--- config.mk ---
export PLATFORM = sky130hd
export DESIGN_NAME = seq_detector_param
export DESIGN_NICKNAME = d
export VERILOG_FILES = /design/src/rtl/seq_det_pkg.sv /design/src/rtl/seq_det_match_counter.sv /design/src/rtl/seq_detector_param.sv
export SDC_FILE = /design/constraint.sdc
export NUM_CORES = 1
export LEC_CHECK = 0
export ABC_AREA = 1
export CAP_MARGIN = 40
export CORE_MARGIN = 8
export CORE_UTILIZATION = 47
export DETAILED_ROUTE_END_ITERATION = 12
export PLACE_DENSITY = 0.77
export SLEW_MARGIN = 0
export SYNTH_ARGS = -nofsm -noshare
export SYNTH_HDL_FRONTEND = slang
export SYNTH_SLANG_ARGS = --single-unit
--- constraint.sdc ---
create_clock -name clk -period 3.7 [get_ports clk]
set_input_delay 0.37 -clock clk [delete_from_list [all_inputs] [get_ports clk]]
set_output_delay 0.37 -clock clk [all_outputs]
set_load 0.05 [all_outputs]
--- src/rtl/seq_det_pkg.sv ---
// Shared helpers for the serial pattern detector: width math and the
// elaboration-time KMP next-state function.
package seq_det_pkg;

  localparam int MAX_LEN = 32;
  localparam int STATE_W = 5;

  typedef enum logic [1:0] {
    ACT_HOLD,
    ACT_STEP,
    ACT_MATCH,
    ACT_CLEAR
  } act_e;

  function automatic int clog2(input int n);
    int r;
    r = 0;
    while ((1 << r) < n) r++;
    return (r < 1) ? 1 : r;
  endfunction

  // History is the first k pattern bits followed by b; the result is the longest
  // prefix of the pattern (shorter than len) that ends that history.
  function automatic logic [STATE_W-1:0] seq_det_next(
    input logic [MAX_LEN-1:0] pattern,
    input int                 len,
    input int                 k,
    input logic               b
  );
    logic [MAX_LEN-1:0] hist;
    int                 best;
    logic               ok;
    hist = '0;
    for (int i = 0; i < MAX_LEN; i++) begin
      if (i < k) hist[i] = pattern[len-1-i];
      else if (i == k) hist[i] = b;
    end
    best = 0;
    for (int j = 1; j <= MAX_LEN; j++) begin
      if (j <= k + 1 && j <= len - 1) begin
        ok = 1'b1;
        for (int t = 0; t < MAX_LEN; t++) begin
          if (t < j) begin
            if (hist[k+1-j+t] != pattern[len-1-t]) ok = 1'b0;
          end
        end
        if (ok) best = j;
      end
    end
    return STATE_W'(best);
  endfunction

endpackage

--- src/rtl/seq_det_match_counter.sv ---
// Saturating match tally with synchronous clear; sticks at all-ones.
module seq_det_match_counter #(
  parameter int CNT_W = 8
) (
  input  logic             clk,
  input  logic             reset,
  input  logic             clear,
  input  logic             inc,
  output logic [CNT_W-1:0] count
);

  always_ff @(posedge clk or posedge reset) begin
    if (reset) begin
      count <= '0;
    end else if (clear) begin
      count <= '0;
    end else if (inc && (count != {CNT_W{1'b1}})) begin
      count <= count + 1'b1;
    end
  end

endmodule

--- src/rtl/seq_detector_param.sv ---
// Bit-serial detector for a compile-time pattern with runtime overlap select;
// registered one-cycle match pulse plus saturating match count.
module seq_detector_param
  import seq_det_pkg::*;
#(
  parameter int             LEN     = 4,
  parameter logic [LEN-1:0] PATTERN = LEN'(4'b1011),
  parameter int             CNT_W   = 8
) (
  input  logic                   clk,
  input  logic                   reset,
  input  logic                   in,
  input  logic                   valid,
  input  logic                   overlap,
  input  logic                   clear,
  output logic                   out,
  output logic [clog2(LEN)-1:0]  state,
  output logic [CNT_W-1:0]       count
);

  localparam int SW = clog2(LEN);
  localparam int NS = 1 << SW;

  logic [SW-1:0] nxt0 [NS];
  logic [SW-1:0] nxt1 [NS];
  logic [SW-1:0] st_q;
  logic [SW-1:0] st_d;
  logic [SW-1:0] tbl_nxt;
  logic          out_d;
  logic          inc;
  act_e          act;

  // Unreachable encodings (when LEN is not a power of two) fall back to 0.
  for (genvar k = 0; k < NS; k++) begin : g_tbl
    if (k < LEN) begin : g_live
      assign nxt0[k] = SW'(seq_det_next(MAX_LEN'(PATTERN), LEN, k, 1'b0));
      assign nxt1[k] = SW'(seq_det_next(MAX_LEN'(PATTERN), LEN, k, 1'b1));
    end else begin : g_dead
      assign nxt0[k] = '0;
      assign nxt1[k] = '0;
    end
  end

  always_comb begin
    act     = ACT_HOLD;
    st_d    = st_q;
    out_d   = 1'b0;
    inc     = 1'b0;
    tbl_nxt = in ? nxt1[st_q] : nxt0[st_q];
    if (clear) begin
      act = ACT_CLEAR;
    end else if (valid) begin
      act = ((st_q == SW'(LEN - 1)) && (in == PATTERN[0])) ? ACT_MATCH : ACT_STEP;
    end
    case (act)
      ACT_CLEAR: st_d = '0;
      ACT_STEP:  st_d = tbl_nxt;
      ACT_MATCH: begin
        out_d = 1'b1;
        inc   = 1'b1;
        st_d  = overlap ? tbl_nxt : '0;
      end
      default:   st_d = st_q;
    endcase
  end

  always_ff @(posedge clk or posedge reset) begin
    if (reset) begin
      st_q <= '0;
      out  <= 1'b0;
    end else begin
      st_q <= st_d;
      out  <= out_d;
    end
  end

  assign state = st_q;

  seq_det_match_counter #(
    .CNT_W (CNT_W)
  ) u_cnt (
    .clk   (clk),
    .reset (reset),
    .clear (clear),
    .inc   (inc),
    .count (count)
  );

endmodule

==> results.md, run 1 <==
* Status: finished, final reports clean
* CP cell instances: clkdlybuf4s50_1
* Distinct cells, synth at 22
* Syn Area/Cell at around 8.0 µm²
* CTS clk-pin slew, worst paths at 0.08 ns
* Min-delay worst type: in2async
* Placeable Area at roughly 1300 µm²
* Cts repair resizes at 0
* Setup TNS at 0 ns
* Synth Area in XOR/XNOR at 0.0131
* DP Area at 848 µm²
* Synth Area in Adders at 0.0187
* # placed instances at roughly 120
* CTS tree: built
* Rows at 13
* Pleak at between 0.4 and 0.5 nW
* Post-Place Worst Slack at 2.04 ns
* Die area at just under 3000 µm²
* Port Buffers at 16
* Crit. End Element: output pin
* Main combinational cell family by area after synthesis: simple AND/OR/NAND/NOR gates
* Cts hold-fix bufs at 0
* Synth Area in Compound Gates at 0.0355
* Commonest non-fill, non-tap cell in the layout: nand2_1
* Initial Util at 0.508
* Most frequent cells in the layout: nand2_1, clkdlybuf4s50_1, dfrtp_1
* Mapped Nets at 91
* Final Critical Period at ~2.0 ns
* DR vias/cell at ~5
* Height of the die at 53.7 µm
* Largest net degree at the start of global routing at 12
* Cell count after synthesis at 84
* Fmax at 506 MHz
* Final wirelength at around 1500 µm
* Seq/Total Area, Yosys at 0.411
* Drt wl/cell at around 13 µm
* Area growth from synthesis to layout at 30.7%
* Initial antenna violation count at 0
* Yosys warns at 0
* Req. time, crit path at between 3 and 4 ns
* ANT cells at 0
* Final Cycle Share at 0.534
* PD cells at about 260 nW/µm²
* Max Slew Vio Count at 0
* Pre-Repair DR Iteration Count at 4
* Die Span X at approximately 54 µm
* Post-CTS setup buffers at 0
* Post-Syn Area at about 670 µm²
* Vias at 602
* Gr ovfl total at 0
* Clock root cell: clkbuf_4
* Simple-gate area share of the yosys netlist at 0.458
* H-tree levels at 1
* Maximum VDD drop at between 0.0003 and 0.0004 V
* CTS max path bufs at 2
* Count of final hold-check violations at 0
* Max-Cap Viols at 0
* DRT antenna net count at 0
* Vias in the first global route at about 600
* Nets at around 110
* First-pass GRT wire length at approximately 2600 µm
* Slew Limit Headroom at 0.665
* Cts bufs inserted at 3
* CTS Sinks at 11
* RSZ-0062 raised after global routing: no
* Slowest stage delay, CP at around 0.86 ns
* Post-Layout Cell Count at about 120
* Max FO, Critical Path at 6
* Crit path kind: reg2out
* Startpoint Class: flip-flop
* Setup Skew at 0.00329 ns
* Post-route DRC at 0
* Final setup vio count at 0
* Post-layout instance area at between 800 and 900 µm²
* Total global-route track usage at 0.117
* Worst hold slack at 0.392 ns
* Setup ws final at 1.72 ns
* Buffer and inverter count on the worst path at 1
* Critical Path AT at between 1.5 and 2 ns
* Slowest stage cell, crit path: clkdlybuf4s50_1
* Layout cells sized above 1 at 0.154
* Multiplexer share of the synthesized area at 0
* Post-synthesis register bit count at 11
* DP HPWL at 1140 µm
* GP Congestion at around 0.89
* Initial DRC Count at 11
* Num ports at 17
* CP delay by family, top: buffers and inverters
* Clock latency on the worst-skew pair at roughly 0.27 ns
* Worst-margin pin slew at 0.500 ns
==> registers in the layout, summed over array words and instances, names as in the netlist <==
| name | count |
|---|---|
| state | 2 |
| u_cnt.count | 8 |
| out | 1 |
==> layout make-up <==
cell class                 count  area (µm²)
fill                         117         443
timing repair buffer          16         160
multi-input combinational     63         352
clock buffer                   4        26.3
tap                           15        18.8
inverter                      10        42.5
sequential                    11         275
==> per-layer routing <==
metal,track usage,vias up,wire length (µm)
met3,0.0386,2,110
li1,-,305,-
met4,0.0378,0,10
met2,0.185,19,689
met1,0.145,276,686
met5,0,-,0
==> where the power goes <==
| part | internal (W) | switching [W] |
|---|---|---|
| logic | 0.00000897 | 0.0000145 |
| clock network | 0.0000417 | 0.0000427 |
| registers | 0.000121 | 0.00000123 |
| total | 0.000172 | 0.0000584 |
==> cell usage after synthesis, drive strengths merged <==
master | n | area share
dfrtp | 11 | 0.41
ha | 1 | 0.019
inv | 10 | 0.064
nand2 | 31 | 0.21
nand3 | 8 | 0.079
nand4 | 3 | 0.028
nor2 | 12 | 0.11
nor3b | 1 | 0.011
o21ai | 3 | 0.022
o2bb2ai | 1 | 0.013
or2 | 2 | 0.019
xor2 | 1 | 0.013
==> cell families after synthesis <==
family	after synthesis
XOR/XNOR	1
flip-flops	11
AND/OR/NAND/NOR	57
adder cells (fa/ha/maj)	1
buffers and inverters	10
AO/OA/AOI/OAI	4
==> path summary, 6_finish.rpt <==
| check | start | to | slack [ns] | cells after the start |
|---|---|---|---|---|
| setup / recovery | u_cnt.count[3]$_DFFE_PP0P_ | count[3] | 1.72 | 1 |
| hold / removal | reset | u_cnt.count[6]$_DFFE_PP0P_ | 0.39 | 2 |
| setup reg to reg | u_cnt.count[0]$_DFFE_PP0P_ | u_cnt.count[2]$_DFFE_PP0P_ | 2.36 | 9 |
| hold reg to reg | u_cnt.count[1]$_DFFE_PP0P_ | u_cnt.count[1]$_DFFE_PP0P_ | 0.53 | 2 |
| max in group asynchronous | reset | out$_DFF_PP0_ | 3.01 | 2 |
| min in group clk | u_cnt.count[1]$_DFFE_PP0P_ | u_cnt.count[1]$_DFFE_PP0P_ | 0.53 | 2 |
==> through the flow <==
stage               utilization  total power (W)
CTS                       0.664         0.000232
finish                    0.664         0.000230
floorplan                     -         0.000137
global placement          0.644         0.000148
detailed placement        0.644         0.000148
global route              0.664         0.000242
Power figures use the tool's default switching activity.
==> run 2, diff against run 1 <==
--- a/config.mk
+++ b/config.mk
@@ -8,9 +8,9 @@
 export ABC_AREA = 1
 export CAP_MARGIN = 40
 export CORE_MARGIN = 8
-export CORE_UTILIZATION = 47
+export CORE_UTILIZATION = 46
 export DETAILED_ROUTE_END_ITERATION = 12
-export PLACE_DENSITY = 0.77
+export PLACE_DENSITY = 0.76
 export SLEW_MARGIN = 0
 export SYNTH_ARGS = -nofsm -noshare
 export SYNTH_HDL_FRONTEND = slang
==> constraint.sdc (replaced) <==
create_clock -name clk -period 2.1 [get_ports clk]
set_input_delay 0.21 -clock clk [delete_from_list [all_inputs] [get_ports clk]]
set_output_delay 0.21 -clock clk [all_outputs]
set_load 0.05 [all_outputs]
==> run 2 against run 1 <==
Setup slack lost 1.4 ns. Sequential share of layout area is the same. Worst hold slack lost 0.17 ns. Clock skew grew 0.0054 ns. Total power grew 76%. Final cell count is the same. Die area grew 1.5%. Non-clock buffer count is the same. Cell area is the same. Global-route usage is essentially flat.
==> results.md, run 2 (synthesis gave the netlist of run 1 again) <==
* Status: finished, final reports clean
* Register with the most flip-flops: u_cnt.count
* Slew Limit Headroom at 0.666 (about the same)
* Setup ws final at 0.310 ns (-1.41 ns)
* Post-CTS setup buffers at 0 (unchanged)
* Clock root cell: clkbuf_4
* Clock latency on the worst-skew pair at 0.27 ns (about the same)
* Largest net degree at the start of global routing at 12 (unchanged)
* Critical Path AT at 1.58 ns (-0.03 ns)
* Nets at 112 (unchanged)
* Num ports at 17 (unchanged)
* CTS clk-pin slew, worst paths at 0.08 ns (about the same)
* CP cell instances: clkdlybuf4s50_1
* Placeable Area at 1330 µm² (+1.2%)
* Max FO, Critical Path at 6 (unchanged)
* Fmax at 559 MHz
* Crit path kind: reg2out
* Post-Layout Cell Count at 119 (unchanged)
* # placed instances at 115 (unchanged)
* Gr ovfl total at 0 (unchanged)
* Crit. End Element: output pin
* Height of the die at 54.1 µm (+0.75%)
* DP HPWL at 1190 µm (+4.7%)
* CTS Sinks at 11 (unchanged)
* Layout cells sized above 1 at 0.154 (unchanged)
* Most frequent cells in the layout: nand2_1, clkdlybuf4s50_1, dfrtp_1
* RSZ-0062 raised after global routing: no
* Final setup vio count at 0 (unchanged)
* Die area at 2930 µm² (+1.5%)
* Initial antenna violation count at 0 (unchanged)
* Share of power burned in combinational logic at 0.102 (about the same)
* Die Span X at 54.1 µm (+0.75%)
* Setup TNS at 0 ns (unchanged)
* Pre-Repair DR Iteration Count at 5 (+1)
* CTS tree: built
* Total global-route track usage at 0.116 (-0.000310)
* Slowest stage delay, CP at 0.85 ns (about the same)
* Commonest non-fill, non-tap cell in the layout: nand2_1
* Area growth from synthesis to layout at 30.7% (unchanged)
* Cts hold-fix bufs at 0 (unchanged)
* Max reg flops at 8 (unchanged)
* Final wirelength at 1550 µm (+3.3%)
* Sequential power share at 0.530 (about the same)
* Cts bufs inserted at 3 (unchanged)
* GP Congestion at 0.865 (-2.3%)
* Initial DRC Count at 14 (+3)
* CTS max path bufs at 2 (unchanged)
* Min-delay worst type: in2async
* DRT antenna net count at 0 (unchanged)
* Worst-margin pin slew at 0.500 ns (-0.000267 ns)
* Post-route DRC at 0 (unchanged)
* H-tree levels at 1 (unchanged)
* CP delay by family, top: buffers and inverters
* Max Slew Vio Count at 0 (unchanged)
* Pleak at 0.410 nW (unchanged)
* Req. time, crit path at 1.89 ns (-1.44 ns)
* Count of final hold-check violations at 0 (unchanged)
* ANT cells at 0 (unchanged)
* Final Critical Period at 1.79 ns
* Final Cycle Share at 0.853
* Vias in the first global route at 574 (-4.2%)
* Cts repair resizes at 0 (unchanged)
* Max-Cap Viols at 0 (unchanged)
* PD cells at 464 nW/µm² (+76%)
* Post-Place Worst Slack at 0.599 ns (-1.44 ns)
* Port Buffers at 16 (unchanged)
* Slowest stage cell, crit path: clkdlybuf4s50_1
* Vias at 591 (-1.8%)
* Drt wl/cell at 13.0 µm (+3.3%)
* Internal cell power at 0.000303 W (+76%)
* Clk pwr share at 0.368 (about the same)
* Rows at 13 (unchanged)
* First-pass GRT wire length at 2520 µm (-1.6%)
* DR vias/cell at 4.97 (-1.8%)
* Maximum VDD drop at 0.000205 V (-37%)
* DP Area at 848 µm² (unchanged)
* Buffer and inverter count on the worst path at 1 (unchanged)
* Startpoint Class: flip-flop
* Sw Pwr at 0.000103 W (+77%)
* Net Sw Frac at 0.255 (+0.000829)
* Setup Skew at 0.00871 ns (+0.00542 ns)
* Worst hold slack at 0.225 ns (-0.168 ns)
* Post-layout instance area at 875 µm² (unchanged)
* Initial Util at 0.502 (-0.00620)
run 2: final cells by class:
cell class | count | area [µm²]
tap | 15 | 18.8
sequential | 11 | 275
multi-input combinational | 63 | 352
clock buffer | 4 | 26.3
inverter | 10 | 42.5
timing repair buffer | 16 | 160
fill | 133 | 459
run 2: layer usage:
metal	global-route usage	vias to the layer above	share of wire
li1	-	306	-
met1	0.138	267	0.45
met2	0.187	16	0.48
met3	0.0303	2	0.067
met4	0.0615	0	0.0065
met5	0	-	0
run 2: per-stage QoR:
stage / total power (W) / utilization
2_1_floorplan: 0.000242 / -
3_3_place_gp: 0.000260 / 0.636
3_5_place_dp: 0.000261 / 0.636
4_1_cts: 0.000410 / 0.656
5_1_grt: 0.000425 / 0.656
6_report: 0.000406 / 0.656
run 2: final timing paths:
path                                             from                    endpoint  slack (ns)  cells after the start
max                        u_cnt.count[3]$_DFFE_PP0P_                    count[3]        0.31                      1
min                                             reset        state[0]$_DFFE_PP0P_        0.22                      2
max reg2reg                u_cnt.count[0]$_DFFE_PP0P_  u_cnt.count[1]$_DFFE_PP0P_        0.74                      9
min reg2reg                u_cnt.count[7]$_DFFE_PP0P_  u_cnt.count[7]$_DFFE_PP0P_        0.54                      2
max in group asynchronous                       reset  u_cnt.count[3]$_DFFE_PP0P_        1.57                      2
min in group clk           u_cnt.count[7]$_DFFE_PP0P_  u_cnt.count[7]$_DFFE_PP0P_        0.54                      2
run 2: power by group through the flow:
| stage | Sequential (W) | Clock [W] | Combinational, W |
|---|---|---|---|
| final | 0.000215 | 0.000149 | 0.0000414 |
| after global routing | 0.000216 | 0.000164 | 0.0000453 |
| after CTS | 0.000215 | 0.000153 | 0.0000420 |
| after detailed placement | 0.000219 | 0 | 0.0000419 |
| after global placement | 0.000219 | 0 | 0.0000409 |
| after floorplan | 0.000225 | 0 | 0.0000170 |
==> run 3, diff against run 2 <==
--- a/config.mk
+++ b/config.mk
@@ -11,6 +11,7 @@
 export CORE_UTILIZATION = 46
 export DETAILED_ROUTE_END_ITERATION = 12
 export PLACE_DENSITY = 0.76
+export RECOVER_POWER = 50
 export SLEW_MARGIN = 0
 export SYNTH_ARGS = -nofsm -noshare
 export SYNTH_HDL_FRONTEND = slang
==> run 3 against run 2 <==
Critical endpoint unchanged. Sequential share of layout area grew 0.93 points. Cell area shrank 2.9%. Setup slack lost 0.0064 ns. Critical path type unchanged. Non-clock buffer count is the same. Via count grew 0.68%.
==> results.md, run 3 (synthesis gave the netlist of run 1 again) <==
* Status: finished, final reports clean
* Initial DRC Count at 15 (+1)
* CTS clk-pin slew, worst paths at 0.08 ns (about the same)
* Count of final hold-check violations at 0 (unchanged)
* Drt wl/cell at 13.1 µm (+0.71%)
* Setup TNS at 0 ns (unchanged)
* Setup Skew at 0.00729 ns (-0.00142 ns)
* Register with the most flip-flops: u_cnt.count
* Cts repair resizes at 0 (unchanged)
* ANT cells at 0 (unchanged)
* DP HPWL at 1190 µm (unchanged)
* Port Buffers at 16 (unchanged)
* Maximum VDD drop at 0.000204 V (-0.47%)
* Final Cycle Share at 0.856 (+0.00304)
* DRT antenna net count at 0 (unchanged)
* Initial antenna violation count at 0 (unchanged)
* Most frequent cells in the layout: nand2_1, clkdlybuf4s50_1, dfrtp_1
* Die area at 2930 µm² (unchanged)
* CTS Sinks at 11 (unchanged)
* Final setup vio count at 0 (unchanged)
* Gr ovfl total at 0 (unchanged)
* Final wirelength at 1560 µm (+0.71%)
* Nets at 112 (unchanged)
* CP delay by family, top: buffers and inverters
* Max Slew Vio Count at 0 (unchanged)
* Cts bufs inserted at 3 (unchanged)
* H-tree levels at 1 (unchanged)
* Crit path kind: reg2out
* Cts hold-fix bufs at 0 (unchanged)
* Vias at 595 (+0.68%)
* Buffer and inverter count on the worst path at 1 (unchanged)
* Critical Path AT at 1.59 ns (about the same)
* Placeable Area at 1330 µm² (unchanged)
* Slowest stage cell, crit path: clkdlybuf4s50_1
* RSZ-0062 raised after global routing: no
* Num ports at 17 (unchanged)
* Slew Limit Headroom at 0.666 (about the same)
* Commonest non-fill, non-tap cell in the layout: nand2_1
* PD cells at 470 nW/µm² (+1.2%)
* DR vias/cell at 5.00 (+0.68%)
* CTS tree: built
* Die Span X at 54.1 µm (unchanged)
* Clock root cell: clkbuf_4
* Area growth from synthesis to layout at 26.9%
* Pre-Repair DR Iteration Count at 4 (-1)
* Setup ws final at 0.303 ns (-0.00639 ns)
* GP Congestion at 0.865 (unchanged)
* Max reg flops at 8 (unchanged)
* Max-Cap Viols at 0 (unchanged)
* Max FO, Critical Path at 6 (unchanged)
* Post-Place Worst Slack at 0.599 ns (unchanged)
* Vias in the first global route at 574 (unchanged)
* Startpoint Class: flip-flop
* Clock latency on the worst-skew pair at 0.27 ns (about the same)
* Layout cells sized above 1 at 0.125 (-0.0288)
* Min-delay worst type: in2async
* Final Critical Period at 1.80 ns (+0.00639 ns)
* Post-route DRC at 0 (unchanged)
* Final Util at 0.637 (-0.0188)
* Rows at 13 (unchanged)
* Worst hold slack at 0.365 ns (+0.141 ns)
* Height of the die at 54.1 µm (unchanged)
* First-pass GRT wire length at 2520 µm (unchanged)
* Initial Util at 0.502 (unchanged)
* PnR Total Power at 0.000399 W (-1.7%)
* Pleak at 0.380 nW (-7.1%)
* Total global-route track usage at 0.116 (unchanged)
* Req. time, crit path at 1.89 ns (about the same)
* Largest net degree at the start of global routing at 12 (unchanged)
* Crit. End Element: output pin
* Slowest stage delay, CP at 0.85 ns (about the same)
* CP cell instances: clkdlybuf4s50_1
* Worst-margin pin slew at 0.500 ns (-0.0000262 ns)
* Fmax at 557 MHz (-0.36%)
* Post-CTS setup buffers at 0 (unchanged)
* CTS max path bufs at 2 (unchanged)
-- run 3: changes by cell type in the layout (fill, tap and decap cells not counted), sizes merged --
cell / previous run / this run
inv: 10 / 9
dlygate4sd3: 0 / 2
clkdlybuf4s50: 16 / 14
clkinvlp: 0 / 1
-- run 3: area by class of cell --
class	instances	area, µm²
well taps	15	18.8
clock buffers	4	26.3
inverters	10	41.3
flip-flops and latches	11	275
fillers	138	484
repair buffers	16	160
multi-input cells	63	328
-- run 3: final timing paths --
path / from / to / slack (ns) / depth (start not counted)
min in group clk: u_cnt.count[7]$_DFFE_PP0P_ / u_cnt.count[7]$_DFFE_PP0P_ / 0.54 / 2
min: reset / state[0]$_DFFE_PP0P_ / 0.37 / 2
max reg2reg: u_cnt.count[0]$_DFFE_PP0P_ / u_cnt.count[0]$_DFFE_PP0P_ / 0.66 / 8
max: u_cnt.count[3]$_DFFE_PP0P_ / count[3] / 0.30 / 1
max in group asynchronous: reset / u_cnt.count[3]$_DFFE_PP0P_ / 1.43 / 2
min reg2reg: u_cnt.count[7]$_DFFE_PP0P_ / u_cnt.count[7]$_DFFE_PP0P_ / 0.54 / 2
-- run 3: through the flow --
stage                     instances  cell area, µm²
after floorplan                  84             669
after global placement          115             848
after detailed placement        115             848
after CTS                       119             875
after global routing            119             850
final                           119             850
-- run 3: power by group --
group          total [W]  internal (W)  switching, W
sequential      0.000215      0.000213    0.00000196
combinational  0.0000372     0.0000142     0.0000230
clock           0.000147     0.0000735     0.0000733
total           0.000399      0.000301     0.0000982
-- run 3: per-layer routing --
layer | vias up | part of all wire | GRT usage
li1 | 305 | - | -
met1 | 270 | 0.46 | 0.138
met2 | 18 | 0.47 | 0.187
met3 | 2 | 0.064 | 0.0303
met4 | 0 | 0.0064 | 0.0615
met5 | - | 0 | 0
